**config.mk**
```make
export PLATFORM = sky130hd
export DESIGN_NAME = butterfly_pipe_flat
export DESIGN_NICKNAME = d
export VERILOG_FILES = /design/src/rtl/fft_pkg.sv /design/src/rtl/butterfly_pipe_if.sv /design/src/rtl/cmul_pipe.sv /design/src/rtl/butterfly_pipe.sv /design/src/flat_wrapper.sv
export SDC_FILE = /design/constraint.sdc
export NUM_CORES = 2
export LEC_CHECK = 0
export BUFFER_PORTS_ARGS = -buffer_cell sky130_fd_sc_hd__buf_2
export CORE_ASPECT_RATIO = 1.75
export CORE_MARGIN = 4
export CORE_UTILIZATION = 45
export DETAILED_ROUTE_END_ITERATION = 16
export SLEW_MARGIN = 10
export SYNTH_ARGS = -nofsm -noshare
export SYNTH_HDL_FRONTEND = slang
export SYNTH_HIERARCHICAL = 1
export SYNTH_SLANG_ARGS = --single-unit
```
**constraint.sdc**
```tcl
create_clock -name clk -period 4.5 [get_ports clk]
set_input_delay 0.45 -clock clk [delete_from_list [all_inputs] [get_ports clk]]
set_output_delay 0.45 -clock clk [all_outputs]
set_load 0.05 [all_outputs]
```
**src/rtl/fft_pkg.sv**
```systemverilog
// Shared FFT datapath types, default widths and fixed-point helpers.
// Helpers work on a 64-bit signed container wide enough for every intermediate.
package fft_pkg;

    localparam int unsigned DEF_DW    = 16;
    localparam int unsigned DEF_TW    = 16;
    localparam int unsigned DEF_TFRAC = 8;
    localparam int unsigned ONE_Q     = 1 << DEF_TFRAC;

    typedef struct packed {
        logic signed [DEF_DW-1:0] re;
        logic signed [DEF_DW-1:0] im;
    } cplx_t;

    // Clamp to the two's complement range of a signed value of 'width' bits.
    function automatic logic signed [63:0] sat_to(input logic signed [63:0] v,
                                                  input int unsigned width);
        logic signed [63:0] hi;
        logic signed [63:0] lo;
        hi = (64'sd1 <<< (width - 1)) - 64'sd1;
        lo = -(64'sd1 <<< (width - 1));
        if (v > hi) return hi;
        if (v < lo) return lo;
        return v;
    endfunction

    // Arithmetic shift right with round half-up.
    function automatic logic signed [63:0] round_shr(input logic signed [63:0] v,
                                                     input int unsigned shift);
        if (shift == 0) return v;
        return (v + (64'sd1 <<< (shift - 1))) >>> shift;
    endfunction

endpackage

```
**src/rtl/butterfly_pipe_if.sv**
```systemverilog
// Handshake and data bundle of the butterfly: input side, output side and sticky flag.
interface butterfly_pipe_if
    import fft_pkg::*;
#(
    parameter int unsigned DW = DEF_DW,
    parameter int unsigned TW = DEF_TW
);
    logic                 in_valid;
    logic                 in_ready;
    logic signed [DW-1:0] ar, ai, br, bi;
    logic signed [TW-1:0] wr, wi;
    logic                 inv;
    logic                 scale;
    logic                 out_valid;
    logic                 out_ready;
    logic signed [DW-1:0] xr, xi, yr, yi;
    logic                 sat_flag;
    logic                 clr_flag;

    modport master (
        output in_valid, ar, ai, br, bi, wr, wi, inv, scale, out_ready, clr_flag,
        input  in_ready, out_valid, xr, xi, yr, yi, sat_flag
    );

    modport slave (
        input  in_valid, ar, ai, br, bi, wr, wi, inv, scale, out_ready, clr_flag,
        output in_ready, out_valid, xr, xi, yr, yi, sat_flag
    );
endinterface

```
**src/rtl/cmul_pipe.sv**
```systemverilog
// Two-stage complex multiply P = B*W (or B*conj(W)) with rounding and saturation to DW+1 bits.
// A and scale travel alongside; o_sat reports saturation of valid data advancing this cycle.
module cmul_pipe
    import fft_pkg::*;
#(
    parameter int unsigned DW    = DEF_DW,
    parameter int unsigned TW    = DEF_TW,
    parameter int unsigned TFRAC = DEF_TFRAC
) (
    input  logic                 clk,
    input  logic                 reset_n,
    input  logic                 i_adv,
    input  logic                 i_valid,
    input  logic                 i_inv,
    input  logic                 i_scale,
    input  logic signed [DW-1:0] i_ar,
    input  logic signed [DW-1:0] i_ai,
    input  logic signed [DW-1:0] i_br,
    input  logic signed [DW-1:0] i_bi,
    input  logic signed [TW-1:0] i_wr,
    input  logic signed [TW-1:0] i_wi,
    output logic                 o_valid,
    output logic                 o_scale,
    output logic signed [DW-1:0] o_ar,
    output logic signed [DW-1:0] o_ai,
    output logic signed [DW:0]   o_pr,
    output logic signed [DW:0]   o_pi,
    output logic                 o_sat
);
    localparam int unsigned PW = DW + TW;

    logic signed [TW-1:0] w_wi;
    logic                 w_sat1;

    // Negating the most negative twiddle cannot be represented; clamp it.
    always_comb begin
        w_wi   = i_wi;
        w_sat1 = 1'b0;
        if (i_inv) begin
            if (i_wi == {1'b1, {(TW-1){1'b0}}}) begin
                w_wi   = {1'b0, {(TW-1){1'b1}}};
                w_sat1 = 1'b1;
            end else begin
                w_wi = -i_wi;
            end
        end
    end

    logic                 r1_v, r1_scale;
    logic signed [DW-1:0] r1_ar, r1_ai;
    logic signed [PW-1:0] r_prr, r_pii, r_pri, r_pir;

    always_ff @(posedge clk or negedge reset_n) begin
        if (!reset_n) begin
            r1_v     <= 1'b0;
            r1_scale <= 1'b0;
            r1_ar    <= '0;
            r1_ai    <= '0;
            r_prr    <= '0;
            r_pii    <= '0;
            r_pri    <= '0;
            r_pir    <= '0;
        end else if (i_adv) begin
            r1_v     <= i_valid;
            r1_scale <= i_scale;
            r1_ar    <= i_ar;
            r1_ai    <= i_ai;
            r_prr    <= PW'(i_br) * PW'(i_wr);
            r_pii    <= PW'(i_bi) * PW'(w_wi);
            r_pri    <= PW'(i_br) * PW'(w_wi);
            r_pir    <= PW'(i_bi) * PW'(i_wr);
        end
    end

    logic signed [PW:0]   w_pr_sum, w_pi_sum;
    logic signed [63:0]   w_pr_rnd, w_pi_rnd, w_pr_sat, w_pi_sat;
    logic                 w_sat2;

    always_comb begin
        w_pr_sum = (PW+1)'(r_prr) - (PW+1)'(r_pii);
        w_pi_sum = (PW+1)'(r_pri) + (PW+1)'(r_pir);
        w_pr_rnd = round_shr(64'(w_pr_sum), TFRAC);
        w_pi_rnd = round_shr(64'(w_pi_sum), TFRAC);
        w_pr_sat = sat_to(w_pr_rnd, DW + 1);
        w_pi_sat = sat_to(w_pi_rnd, DW + 1);
        w_sat2   = (w_pr_sat != w_pr_rnd) || (w_pi_sat != w_pi_rnd);
    end

    logic                 r2_v, r2_scale;
    logic signed [DW-1:0] r2_ar, r2_ai;
    logic signed [DW:0]   r2_pr, r2_pi;

    always_ff @(posedge clk or negedge reset_n) begin
        if (!reset_n) begin
            r2_v     <= 1'b0;
            r2_scale <= 1'b0;
            r2_ar    <= '0;
            r2_ai    <= '0;
            r2_pr    <= '0;
            r2_pi    <= '0;
        end else if (i_adv) begin
            r2_v     <= r1_v;
            r2_scale <= r1_scale;
            r2_ar    <= r1_ar;
            r2_ai    <= r1_ai;
            r2_pr    <= (DW+1)'(w_pr_sat);
            r2_pi    <= (DW+1)'(w_pi_sat);
        end
    end

    assign o_valid = r2_v;
    assign o_scale = r2_scale;
    assign o_ar    = r2_ar;
    assign o_ai    = r2_ai;
    assign o_pr    = r2_pr;
    assign o_pi    = r2_pi;
    assign o_sat   = i_adv && ((w_sat1 && i_valid) || (w_sat2 && r1_v));

endmodule

```
**src/rtl/butterfly_pipe.sv**
```systemverilog
// Pipelined radix-2 DIT butterfly: X = A + W*B, Y = A - W*B with optional /2, saturation
// and a sticky overflow flag. One global stall freezes all three stages.
module butterfly_pipe
    import fft_pkg::*;
#(
    parameter int unsigned DW    = DEF_DW,
    parameter int unsigned TW    = DEF_TW,
    parameter int unsigned TFRAC = DEF_TFRAC
) (
    input logic             clk,
    input logic             reset_n,
    butterfly_pipe_if.slave bus
);
    logic                 r3_v;
    logic                 w_adv;
    logic                 w_v2, w_scale2, w_sat12;
    logic signed [DW-1:0] w_ar, w_ai;
    logic signed [DW:0]   w_pr, w_pi;

    assign w_adv        = !r3_v || bus.out_ready;
    assign bus.in_ready = w_adv;

    cmul_pipe #(
        .DW    (DW),
        .TW    (TW),
        .TFRAC (TFRAC)
    ) u_cmul (
        .clk     (clk),
        .reset_n (reset_n),
        .i_adv   (w_adv),
        .i_valid (bus.in_valid),
        .i_inv   (bus.inv),
        .i_scale (bus.scale),
        .i_ar    (bus.ar),
        .i_ai    (bus.ai),
        .i_br    (bus.br),
        .i_bi    (bus.bi),
        .i_wr    (bus.wr),
        .i_wi    (bus.wi),
        .o_valid (w_v2),
        .o_scale (w_scale2),
        .o_ar    (w_ar),
        .o_ai    (w_ai),
        .o_pr    (w_pr),
        .o_pi    (w_pi),
        .o_sat   (w_sat12)
    );

    logic signed [63:0] w_s[4];
    logic signed [63:0] w_c[4];
    logic               w_sat3;

    // Sums fit easily in 64 bits, so scaling and clamping happen in the wide domain.
    always_comb begin
        w_s[0] = 64'(w_ar) + 64'(w_pr);
        w_s[1] = 64'(w_ai) + 64'(w_pi);
        w_s[2] = 64'(w_ar) - 64'(w_pr);
        w_s[3] = 64'(w_ai) - 64'(w_pi);
        w_sat3 = 1'b0;
        for (int k = 0; k < 4; k++) begin
            if (w_scale2) w_s[k] = round_shr(w_s[k], 1);
            w_c[k] = sat_to(w_s[k], DW);
            if (w_c[k] != w_s[k]) w_sat3 = 1'b1;
        end
    end

    logic signed [DW-1:0] r_xr, r_xi, r_yr, r_yi;
    logic                 r_sat;

    always_ff @(posedge clk or negedge reset_n) begin
        if (!reset_n) begin
            r3_v  <= 1'b0;
            r_xr  <= '0;
            r_xi  <= '0;
            r_yr  <= '0;
            r_yi  <= '0;
            r_sat <= 1'b0;
        end else begin
            if (w_adv) begin
                r3_v <= w_v2;
                if (w_v2) begin
                    r_xr <= DW'(w_c[0]);
                    r_xi <= DW'(w_c[1]);
                    r_yr <= DW'(w_c[2]);
                    r_yi <= DW'(w_c[3]);
                end
            end
            // A new saturation event takes priority over a simultaneous clear.
            if (w_sat12 || (w_sat3 && w_v2 && w_adv)) r_sat <= 1'b1;
            else if (bus.clr_flag)                  r_sat <= 1'b0;
        end
    end

    assign bus.out_valid = r3_v;
    assign bus.xr        = r_xr;
    assign bus.xi        = r_xi;
    assign bus.yr        = r_yr;
    assign bus.yi        = r_yi;
    assign bus.sat_flag  = r_sat;

endmodule

```
**src/flat_wrapper.sv**
```systemverilog
// flat-port wrapper written by rule: the top's interface ports become plain ports
module butterfly_pipe_flat import fft_pkg::*;
#(
    parameter int unsigned DW    = DEF_DW,
    parameter int unsigned TW    = DEF_TW,
    parameter int unsigned TFRAC = DEF_TFRAC
)
  (clk, reset_n, bus_in_valid, bus_ar, bus_ai, bus_br, bus_bi, bus_wr, bus_wi, bus_inv, bus_scale, bus_out_ready, bus_clr_flag, bus_in_ready, bus_out_valid, bus_xr, bus_xi, bus_yr, bus_yi, bus_sat_flag);
  butterfly_pipe_if #(.DW(DW), .TW(TW)) bus_i ();
  input logic clk;
  input logic reset_n;
  input wire logic [$bits(bus_i.in_valid)-1:0] bus_in_valid;
  input wire logic [$bits(bus_i.ar)-1:0] bus_ar;
  input wire logic [$bits(bus_i.ai)-1:0] bus_ai;
  input wire logic [$bits(bus_i.br)-1:0] bus_br;
  input wire logic [$bits(bus_i.bi)-1:0] bus_bi;
  input wire logic [$bits(bus_i.wr)-1:0] bus_wr;
  input wire logic [$bits(bus_i.wi)-1:0] bus_wi;
  input wire logic [$bits(bus_i.inv)-1:0] bus_inv;
  input wire logic [$bits(bus_i.scale)-1:0] bus_scale;
  input wire logic [$bits(bus_i.out_ready)-1:0] bus_out_ready;
  input wire logic [$bits(bus_i.clr_flag)-1:0] bus_clr_flag;
  output wire logic [$bits(bus_i.in_ready)-1:0] bus_in_ready;
  output wire logic [$bits(bus_i.out_valid)-1:0] bus_out_valid;
  output wire logic [$bits(bus_i.xr)-1:0] bus_xr;
  output wire logic [$bits(bus_i.xi)-1:0] bus_xi;
  output wire logic [$bits(bus_i.yr)-1:0] bus_yr;
  output wire logic [$bits(bus_i.yi)-1:0] bus_yi;
  output wire logic [$bits(bus_i.sat_flag)-1:0] bus_sat_flag;
  assign bus_i.in_valid = bus_in_valid;
  assign bus_i.ar = bus_ar;
  assign bus_i.ai = bus_ai;
  assign bus_i.br = bus_br;
  assign bus_i.bi = bus_bi;
  assign bus_i.wr = bus_wr;
  assign bus_i.wi = bus_wi;
  assign bus_i.inv = bus_inv;
  assign bus_i.scale = bus_scale;
  assign bus_i.out_ready = bus_out_ready;
  assign bus_i.clr_flag = bus_clr_flag;
  assign bus_in_ready = bus_i.in_ready;
  assign bus_out_valid = bus_i.out_valid;
  assign bus_xr = bus_i.xr;
  assign bus_xi = bus_i.xi;
  assign bus_yr = bus_i.yr;
  assign bus_yi = bus_i.yi;
  assign bus_sat_flag = bus_i.sat_flag;
  butterfly_pipe #(.DW(DW), .TW(TW), .TFRAC(TFRAC)) u_core (.clk(clk), .reset_n(reset_n), .bus(bus_i));
endmodule
```
==> results_dict.tcl <==
set metrics [dict create \
    status "complete, but fails checks" \
    violations_in_the_final_reports "setup timing" \
    worstHoldPathType "input port to flop" \
    synth.top_cells.by_area "fa_1 34%, dfrtp_1 12%, ha_1 11%, inv_1 8.0%, nand2_1 4.7%" \
    first_global_vias 55400 \
    fin_nets 9386 \
    clock_tree.buffer_depth 3 \
    async_set_reset_flop_share_out_of_synthesis_pct 100 \
    r2r_setup_slack_ps -530 \
    num_rows 179 \
    drt_first_iter_violations 2243 \
    postRouteWirelength_mm 191 \
    viasPerCell 5.29 \
    design.die.area_um2 143000 \
    cp_slowest_cell "fa_1" \
    portion_of_synthesized_cell_area_occupied_by_the_leading_cell_type_pct 34.3 \
    clock-skew-final_ps 21.8 \
    clk-insertion-delay-late_ps 590 \
    grt_start_max_net_pins 133 \
    die_width_um 287 \
    end_kind "flop" \
    gr-usage-all-layers_pct 27.3 \
    cts_root_buffer "clkbuf_16" \
    antenna_violating_nets_post_route 0 \
    tritoncts_sinks 296 \
    syn_area_per_cell_um2 8.99 \
    postSynthNetCount 8512 \
    finalWorstSetupSlack_ps -3320 \
    critPathMaxFanout 7 \
    layout_area_overhead_pct 23.5 \
    initial_antenna_violation_count 13 \
    gp_congestion 0.928 \
    ys_seq_area_share_pct 12.1 \
    post-route-period-util_pct 174 \
    wire_length_of_the_first_global_routing_pass_mm 301 \
    dpl.hpwl_mm 162 \
    worstSetupStartpoint "bus_wi[6]" \
    holdCritStartpoint "bus_ai[7]" \
    crit-reg2reg-launch "u_core/u_cmul/r_pii[15]" \
    timing.fmax_mhz 128 \
    critical_path.startpoint_type "input port" \
    slew_violations 0 \
    vias 50500 \
    critical_path_class "input port to flop" \
    finalSetupViolations 103 \
    timing.hold.worst_endpoint "u_core/u_cmul/r1_ai[7]" \
    final-instance-count-excl-fill 9547 \
    mean_routed_wirelength_per_cell_um 20.0 \
    chipHeight_um 497 \
    post-route-min-period_ps 7820 \
    synth.largest_area_cell "fa_1" \
    initial_utilization_pct 45.2 \
    top_ports 170 \
    syn_area_um2 61400 \
    maxSlewHeadroom_pct 34.5 \
    tightestPinTransition_ps 971 \
    timing.reg2reg.worst_path_depth 21 \
    cpPeakStageDelay_ps 550 \
    tritoncts "built" \
    sum_of_overflow_across_all_layers_after_global_routing 0 \
    portBuffers 169 \
    clk_pin_slew_worst_paths_ps 60 \
    drive_above_1_share_pct 24.5 \
    routed.top_layer "met5" \
    yosysMostFrequentCell "inv_1" \
    setup_total_negative_slack_ps -187220 \
    placedCellCount 9407 \
    drcViolationCount 0 \
    firstDrtPassIters 6 \
    yosys_reg_bits 296 \
    hold_fails_final_rpt 0 \
    worstHoldPathCells 2 \
    detailroute.wirelength.met2_mm 102 \
    crit_arrival_ps 8280 \
    rsz_0062_raised_after_global_routing "yes" \
    timing.max_cap.violations 0 \
    crit_required_ps 4960 \
    yosys_most_used_dff "dfrtp_1" \
    ys.warnings.count 6 \
    post_synth_inst_count 6830 \
    synthTopCellsByCount "1307 x inv_1, 1052 x fa_1, 772 x nand2_1, 527 x ha_1, 376 x and2_1" \
    crit_path_frequent_cell "fa_1" \
    synth_edf_count 0 \
    post_synth_num_cell_types 108 \
    h-tree-depth 2 \
    wl_met3_mm 5.95 \
    core_region_area_um2 136000 \
    numCtsBuffers 34 \
    detail_route.wirelength.met1_mm 65.5 \
    crit-reg2reg-capture "u_core/bus.sat_flag" \
]
## through the flow
stage | setup WS (ps) | instance area (µm²) | util [%] | hold WS, ps
2_1_floorplan | -3500 | 63200 | - | 154
3_3_place_gp | -4070 | 71700 | 52.8 | 430
3_5_place_dp | -4170 | 71700 | 52.8 | 439
4_1_cts | -3310 | 74900 | 55.2 | 53.9
5_1_grt | -3530 | 75800 | 55.9 | 80.3
6_report | -3320 | 75800 | 55.9 | 92.7
## placed cells by master, fill, tap and decap left out, types with 20 or more instances in the layout
master        n
a211oi_1     29
a21o_1       90
a21oi_1     180
a21oi_2      54
a21oi_4      22
a31oi_1      45
and2_1      357
and3_1       27
buf_12       62
buf_2       145
buf_4       869
buf_6        63
clkbuf_16    35
dfrtp_1     295
fa_1       1016
fa_2         36
ha_1        458
ha_4         52
inv_1      1258
inv_2        51
mux2_2      136
nand2_1     717
nand2_2      35
nand2_4      20
nand2b_1     68
nand3_1      79
nand4_1      32
nor2_1      237
nor2b_1      90
nor3_1       63
nor4_1       24
o211ai_1     34
o21a_1       48
o21ai_0     129
o21ai_1      43
o22a_1       55
or2_2        23
or3_1        20
xnor2_1     153
xor2_1       37
## per-layer routing
| metal | vias up | track usage [%] |
|---|---|---|
| met3 | 462 | 2.19 |
| li1 | 23400 | - |
| met5 | - | 0 |
| met4 | 10 | 20.6 |
| met2 | 1095 | 51.0 |
| met1 | 25500 | 28.2 |
## state kept, by name, indices dropped and copies added (netlist names), 16 cells and up
name,cells
u_core/bus.xi,16
u_core/u_cmul/r_pii,32
u_core/u_cmul/o_ar,16
u_core/bus.xr,16
u_core/bus.yr,16
u_core/u_cmul/r_prr,32
u_core/u_cmul/o_pi,17
u_core/u_cmul/r_pri,32
u_core/u_cmul/r1_ai,16
u_core/u_cmul/r1_ar,16
u_core/u_cmul/r_pir,32
u_core/u_cmul/o_pr,17
u_core/bus.yi,16
u_core/u_cmul/o_ai,16
## layout make-up
class                      instances  area, µm²
fill                           12500      59900
multi-input combinational       4905      50500
timing repair buffer            1157       9520
sequential                       296       7410
inverter                        1310       4920
tap                             1810       2260
clock buffer                      39        890
clock inverter                    23        305
antenna                            7       17.5
## worst max path at each step
stage | endpoint | slack [ps] | cells after the start
2_1_floorplan | u_core/u_cmul/r_pri[31] | -3500 | 31
3_3_place_gp | u_core/u_cmul/r_pri[31] | -4070 | 32
3_5_place_dp | u_core/u_cmul/r_pri[31] | -4170 | 32
4_1_cts | u_core/u_cmul/r_pri[31] | -3310 | 32
5_1_grt | u_core/u_cmul/r_pri[31] | -3530 | 32
6_report | u_core/u_cmul/r_pri[31] | -3320 | 32
## cells by family (layout without fill, tap and decap cells)
group                    count (synthesis)  count (layout)  share of synthesized area [%]
AO/OA/AOI/OAI                         1005            1005                           11.1
XOR/XNOR                               217             217                           3.10
adder cells (fa/ha/maj)               1579            1579                           45.0
buffers and inverters                 1629            2529                           10.1
flip-flops                             296             296                           12.1
multiplexers                           156             156                           2.84
other                                    0               7                              0
AND/OR/NAND/NOR                       1948            1948                           15.7
## critical path: cells and delay by family
family,cells,cell delay (ps)
muxes,1,100
and+or+nand+nor,10,2440
xor gates and xnor gates,1,160
adders and majority gates,7,3270
AOI/OAI and AO/OA,7,1360
buffers and inverters,6,510
## what timing repair did
item                                   CTS  global route
resized for setup                      344           159
cloned                                   3             1
pin swaps                              201           120
buffers inserted                        48            25
hold buffers                             1             0
endpoints found under the hold margin   60             0
setup endpoints to repair              132           194
Power is not shown: default switching activity piles up to over one toggle a cycle in this logic, so the estimate is an artifact.
